--- src/rtl/perf_counter_bank.sv ---
// Bank of NUM_CH event counters with wrap/saturate arithmetic, sticky overflow and an atomic shadow bank.
// Latency: counters update on the sampling edge; read port and ovf_any are registered (1 cycle).
// Backpressure: none; every input is sampled every cycle and commands are single-cycle pulses.
module perf_counter_bank #(
    parameter int NUM_CH   = 8,
    parameter int CNT_W    = 32,
    parameter int INC_W    = 2,
    parameter int SATURATE = 0,
    parameter int SEL_W    = (NUM_CH > 1) ? $clog2(NUM_CH) : 1
) (
    input  logic                    clk,
    input  logic                    rst,
    input  logic                    enable,
    input  logic [NUM_CH*INC_W-1:0] event_inc,
    input  logic                    clear,
    input  logic                    snap,
    input  logic [SEL_W-1:0]        rd_sel,
    input  logic                    rd_src,
    output logic [CNT_W-1:0]        rd_data,
    output logic                    rd_ovf,
    output logic                    ovf_any
);

    logic [CNT_W-1:0]  live_cnt [NUM_CH];
    logic [CNT_W-1:0]  shd_cnt  [NUM_CH];
    logic [NUM_CH-1:0] live_ovf;
    logic [NUM_CH-1:0] shd_ovf;
    logic [NUM_CH-1:0] ovf_nxt;

    logic [CNT_W-1:0]  rd_data_nxt;
    logic              rd_ovf_nxt;

    for (genvar i = 0; i < NUM_CH; i++) begin : g_ch
        logic [INC_W-1:0] inc;
        logic [CNT_W:0]   sum;
        logic [CNT_W-1:0] cnt_q;
        logic [CNT_W-1:0] cnt_nxt;
        logic             ovf_q;
        logic [CNT_W-1:0] shd_cnt_q;
        logic             shd_ovf_q;

        assign inc = event_inc[i*INC_W +: INC_W];
        // One extra bit keeps the carry out, which is both the overflow flag and the clamp select.
        assign sum = {1'b0, cnt_q} + (CNT_W+1)'(inc);

        always_comb begin
            cnt_nxt    = cnt_q;
            ovf_nxt[i] = ovf_q;
            if (clear) begin
                cnt_nxt    = '0;
                ovf_nxt[i] = 1'b0;
            end else if (enable) begin
                if ((SATURATE != 0) && sum[CNT_W]) begin
                    cnt_nxt = '1;
                end else begin
                    cnt_nxt = sum[CNT_W-1:0];
                end
                ovf_nxt[i] = ovf_q | sum[CNT_W];
            end
        end

        always_ff @(posedge clk or negedge rst) begin
            if (!rst) begin
                cnt_q <= '0;
                ovf_q <= 1'b0;
            end else begin
                cnt_q <= cnt_nxt;
                ovf_q <= ovf_nxt[i];
            end
        end

        // Shadow samples the pre-edge live state, so snap+clear captures the values being cleared.
        always_ff @(posedge clk or negedge rst) begin
            if (!rst) begin
                shd_cnt_q <= '0;
                shd_ovf_q <= 1'b0;
            end else if (snap) begin
                shd_cnt_q <= cnt_q;
                shd_ovf_q <= ovf_q;
            end
        end

        assign live_cnt[i] = cnt_q;
        assign live_ovf[i] = ovf_q;
        assign shd_cnt[i]  = shd_cnt_q;
        assign shd_ovf[i]  = shd_ovf_q;
    end

    // Selects that match no channel fall through to zero.
    always_comb begin
        rd_data_nxt = '0;
        rd_ovf_nxt  = 1'b0;
        for (int i = 0; i < NUM_CH; i++) begin
            if (rd_sel == SEL_W'(i)) begin
                rd_data_nxt = rd_src ? shd_cnt[i] : live_cnt[i];
                rd_ovf_nxt  = rd_src ? shd_ovf[i] : live_ovf[i];
            end
        end
    end

    always_ff @(posedge clk or negedge rst) begin
        if (!rst) begin
            rd_data <= '0;
            rd_ovf  <= 1'b0;
            ovf_any <= 1'b0;
        end else begin
            rd_data <= rd_data_nxt;
            rd_ovf  <= rd_ovf_nxt;
            ovf_any <= |ovf_nxt;
        end
    end

endmodule

--- config.mk ---
export PLATFORM = sky130hd
export DESIGN_NAME = perf_counter_bank
export DESIGN_NICKNAME = d
export VERILOG_FILES = /design/src/rtl/perf_counter_bank.sv
export SDC_FILE = /design/constraint.sdc
export NUM_CORES = 1
export LEC_CHECK = 0
export ABC_CLOCK_PERIOD_IN_PS = 2500
export CAP_MARGIN = 5
export CORE_ASPECT_RATIO = 1.5
export CORE_MARGIN = 5
export CORE_UTILIZATION = 57
export DETAILED_ROUTE_END_ITERATION = 10
export GPL_ROUTABILITY_DRIVEN = 0
export PLACE_DENSITY = 0.77
export SLEW_MARGIN = 20
export SYNTH_ARGS = -nofsm -noshare
export SYNTH_HDL_FRONTEND = slang
export SYNTH_SLANG_ARGS = --single-unit
--- constraint.sdc ---
create_clock -name clk -period 2.5 [get_ports clk]
set_input_delay 0.625 -clock clk [delete_from_list [all_inputs] [get_ports clk]]
set_output_delay 0.625 -clock clk [all_outputs]
set_load 0.05 [all_outputs]
# [Word-level counts from Yosys, hierarchy flattened]
# Index checks and enable logic that the tools add are counted.
# Widths: inputs -> output; s select.
[word_totals] ff_bits=562 out_inout_bits=34 elab_cells=125
[op_classes] n_addsub=8 eq_ne=7 n_mux=64 n_bitwise=8 n_reduce_logical=3
[ops] op="$mux 32" n=32
[ops] op="$add 32x2->33" n=8
[ops] op="$mux 1" n=32
[ops] op="$eq 3x3->1 const B" n=4
[ops] op="$or 1x1->1" n=8
[ops] op="$reduce_or 8->1" n=1
[ops] op="$eq 3x2->1 const B" n=2
[ops] op="$eq 3x1->1 const B" n=1
[ops] op="$logic_not 3->1" n=1
[ops] op="$reduce_bool 2->1" n=1

# [Longest topological paths before layout]
[logic_depth] word_depth=9 mapped_depth=9

# [Worst setup path before layout]
# OpenSTA, ideal clock, no wires.
[synth_timing] kind="input to register" start="input port event_inc[12]" end="register g_ch[6].cnt_q[26]" setup_time_ns=0.078 arrival_ns=2.505 slack_ns=-0.083 cell_stages=9 cell_sequence="ha_1 inv_1 fa_1 nand2b_1 nor4_2 nor3b_4 nand3_1 or3_1 a21oi_1"
[synth_between] elab_chain_cells=3
[synth_lines] item="start, declared" line="14" source="input logic [NUM_CH*INC_W-1:0] event_inc,"
[synth_lines] item="$add 32x2->33" line="44" source="assign sum = {1'b0, cnt_q} + (CNT_W+1)'(inc);"
[synth_lines] item="$mux 32" line="52" source="end else if (enable) begin"
[synth_lines] item="$mux 32" line="49" source="if (clear) begin"
[synth_lines] item="end signal, assigned" line="67" source="cnt_q <= cnt_nxt;"
[synth_lines] item="end, declared" line="36" source="logic [CNT_W-1:0] cnt_q;"
# Every way passes these cells. The select of a mux whose other input is x is not followed.
# A chain may end at the register's enable or synchronous reset.

# [Worst setup path after layout]
[layout_timing] start="input port event_inc[14]" end="register ovf_any"
[layout_between] elab_chain_cells=5
[layout_lines] item="$add 32x2->33" line="44"
[layout_lines] item="$or 1x1->1" line="58" source="ovf_nxt[i] = ovf_q | sum[CNT_W];"
[layout_lines] item="$mux 1" line="52"
[layout_lines] item="$mux 1" line="49"
[layout_lines] item="net ovf_nxt[7]" line="28" source="logic [NUM_CH-1:0] ovf_nxt;"
[layout_lines] item="$reduce_or 8->1" line="109" source="ovf_any <= |ovf_nxt;"
[layout_lines] item="end signal, assigned" line="109"
[layout_lines] item="end, declared" line="21" source="output logic ovf_any"
# The timed path passes the listed nets, and every way through them passes these cells.

==> metrics.md <==
| Metric | Value |
|---|---|
| Status | `finished, final reports clean` |
| Clk pwr share | `41.1%` |
| Syn_area_per_cell | `around 11 um^2` |
| CTS tree | `done` |
| DP Cell Count | `3363` |
| Post-Route Skew | `around 0.023 ns` |
| P&R area growth vs syn | `16.4%` |
| Actual slew at the worst max-slew pin | `0.655 ns` |
| Crit start category | `input pin` |
| Initial core utilization | `a little under three fifths` |
| Worst setup margin | `0.0249 ns` |
| Max incr delay on CP | `0.56 ns` |
| CTS Buf Count | `52` |
| Clock Pin Slew Worst Setup and Hold Paths | `0.07 ns` |
| Crit path DAT | `2.92 ns` |
| DRT Pass-1 Iters | `6` |
| Die area | `54500 um^2` |
| Core area | `a little under 50000 um^2` |
| P_int | `14.1 mW` |
| Clk buf depth | `3` |
| Place WS | `-0.747 ns` |
| Fmax | `404 MHz` |
| Setup crit end kind | `flip-flop` |
| Yosys reg bits | `562` |
| Ant. Diodes | `0` |
| Switching Fraction | `24.8%` |
| DIE HEIGHT | `284 um` |
| Async set-reset flop share out of synthesis | `100%` |
| Synth area leaders | `dfrtp_1, mux2_2, mux2i_1, xor2_1, nor2_1` |
| Leakage power | `around 15 nW` |
| GRT Total Usage | `27.8%` |
| Initial antenna violation count | `1` |
| Max H-tree Level | `2` |
| CP Data Required Time | `just under 3 ns` |
| Drt total wl | `76000 um` |
| Die width | `192 um` |
| PD cells | `568 nW/um^2` |
| Post-synth EDFFs | `0` |
| Synth Flop Type | `dfrtp_1` |
| Critical path type | `in2reg` |
| Slowest stage cell, crit path | `or4_4` |
| Starting DRT DRC Count | `1729` |
| Final nets | `2807` |
| Crit path cell chain | `clkdlybuf4s50_1, ha_1, inv_1, fa_2, nor3b_1, buf_4, nand4_1, o31ai_1, or4_4, or4_1` |
| Vias in the first global route | `22100` |
| Netlist cell types | `61` |
| Layout cells sized above 1 | `24.1%` |
| Buf/Inv on CP | `3` |
| RSZ-0062 raised after global routing | `yes` |
| Combinational power share | `9.4%` |
| Hpwl dp | `approximately 54000 um` |
| Cell row count | `100` |
| Vias per cell | `between 6 and 7` |
| I/O Pins | `~60` |
| Endpoints failing hold | `0` |
| Sequential Power Share | `49.4%` |
| Most frequent cells after synthesis | `dfrtp_1, nor2_1, mux2_2` |
| CP top delay family | `simple AND/OR/NAND/NOR gates` |
| Wire length on met1 | `29600 um` |
| Avg WL per Cell | `22.0 um` |
| Met2 routed WL | `38900 um` |
| Net Count, Synth | `2620` |
| Non-Filler Instances | `about 3500` |
| Clock Sinks | `between 500 and 600` |
| Yosys top cell by area | `dfrtp_1` |
| Slew Limit Fails | `0` |
| Setup-failing EPs final | `0` |
| CTS root buffer | `clkbuf_16` |
| Min-Delay Path Class | `in2reg` |
| Sequential fraction of the synthesis area | `between 40% and 50%` |
| Crit path time final | `between 2 and 2.5 ns` |
| R2R Setup Slk | `approximately 0.060 ns` |
| Max layer used | `met5` |
| CP max FO | `3` |
| Final Cycle Share | `99.0%` |
| Top-count cell post-synth | `dfrtp_1` |
| Max VDD drop | `0.000537 V` |
| IO Port Bufs | `slightly below 60` |
| Overall Power | `between 15 and 20 mW` |
| Length of routed met3 wiring | `3520 um` |
| DRC Markers | `0` |
| Largest net degree at the start of global routing | `90` |
| Gr ovfl total | `0` |
| Synth warn | `0` |
| Mapped Cells | `2571` |
| Clock Latency Late Sink | `0.60 ns` |
| Vias | `21200` |
| Yosys top cell area share | `49.5%` |
| First-pass GRT wire length | `121000 um` |
| Worst slew margin | `between 50% and 60%` |
| Post-Syn Area | `28400 um^2` |
| Max-cap violations | `0` |
| NetSw | `4.66 mW` |
| Post-route ant nets | `0` |
-- cells in the final DEF, fill, tap and decap left out, types with 11 or more instances in the layout --
master,count
clkinv_2,11
a211oi_1,41
nand3_1,77
a21oi_1,29
inv_1,44
xor2_1,142
dfrtp_1,562
buf_12,29
nand2_1,98
ha_1,12
or3_1,23
a221oi_1,62
mux2i_1,198
and3_1,31
o22ai_1,70
clkbuf_8,11
nand4_1,64
nor3_1,14
mux2_2,298
buf_4,204
clkbuf_16,52
nor2b_1,48
o21ai_0,87
clkdlybuf4s50_1,46
xnor2_1,71
clkbuf_1,18
and4_1,28
and2_1,11
nor2_1,303
-- power groups by stage --
stage / combinational, mW / sequential, mW / clock, mW
CTS: 1.76 / 9.29 / 7.84
global placement: 1.72 / 9.44 / 0
detailed placement: 1.75 / 9.45 / 0
floorplan: 0.765 / 9.57 / 0
finish: 1.77 / 9.29 / 7.72
global route: 1.88 / 9.29 / 8.17
-- final cells by class --
type / instances / area (um^2)
inverters: 46 / 173
fillers: 3647 / 16500
repair buffers: 292 / 2710
well taps: 663 / 830
flip-flops and latches: 562 / 14100
multi-input cells: 1804 / 13700
clock buffers: 80 / 1510
clock inverters: 14 / 110
-- stage by stage --
stage | instance area (um^2) | setup TNS, ns | util, % | hold slack, ns
after CTS | 33000 | 0 | 66.5 | 0.414
final | 33100 | 0 | 66.8 | 0.455
after global routing | 33100 | -0.0927 | 66.8 | 0.426
after detailed placement | 31300 | -57.70 | 63.2 | 0.493
after floorplan | 28400 | -0.00842 | - | 0.329
after global placement | 31300 | -49.97 | 63.2 | 0.483
-- repair_timing --
item,in CTS,in global routing
endpoints found under the hold margin,22,0
hold buffers,1,0
pin swaps,0,5
buffers inserted,0,4
resized for setup,5,32
setup endpoints to repair,2,25
-- flip-flops by register name, summed over array words and instances, names as in the netlist --
signal and count:
g_ch.shd_ovf_q 8, rd_ovf 1, g_ch.cnt_q 256, g_ch.shd_cnt_q 256, rd_data 32, ovf_any 1
g_ch.ovf_q 8
-- kinds of logic (layout without fill, tap and decap cells) --
family          after synthesis  in the layout  share of synthesized area [%]
compound gates              302            302                           6.88
xor+xnor                    214            214                           6.59
fa+ha+maj                    24             24                           1.27
buf+inv                     205            432                           2.90
flops                       562            562                           49.5
mux                         500            500                           19.1
simple gates                764            764                           13.8
-- per-layer routing --
| metal | up-vias | GRT usage [%] |
|---|---|---|
| met5 | - | 0 |
| met4 | 2 | 12.9 |
| met3 | 210 | 3.10 |
| met2 | 638 | 47.8 |
| met1 | 10800 | 35.1 |
| li1 | 9523 | - |
-- final timing paths --
| check | depth (start not counted) | end | start |
|---|---|---|---|
| hold reg to reg | 1 | g_ch[4].shd_cnt_q[4] | g_ch[4].shd_cnt_q[4] |
| min in group asynchronous | 2 | g_ch[2].shd_cnt_q[4] | rst |
| setup / recovery | 10 | ovf_any | event_inc[14] |
| hold / removal | 2 | g_ch[6].ovf_q | clear |
| setup reg to reg | 11 | ovf_any | g_ch[3].cnt_q[0] |
| max in group asynchronous | 4 | g_ch[6].shd_cnt_q[26] | rst |
(Power assumes the default switching activity.)
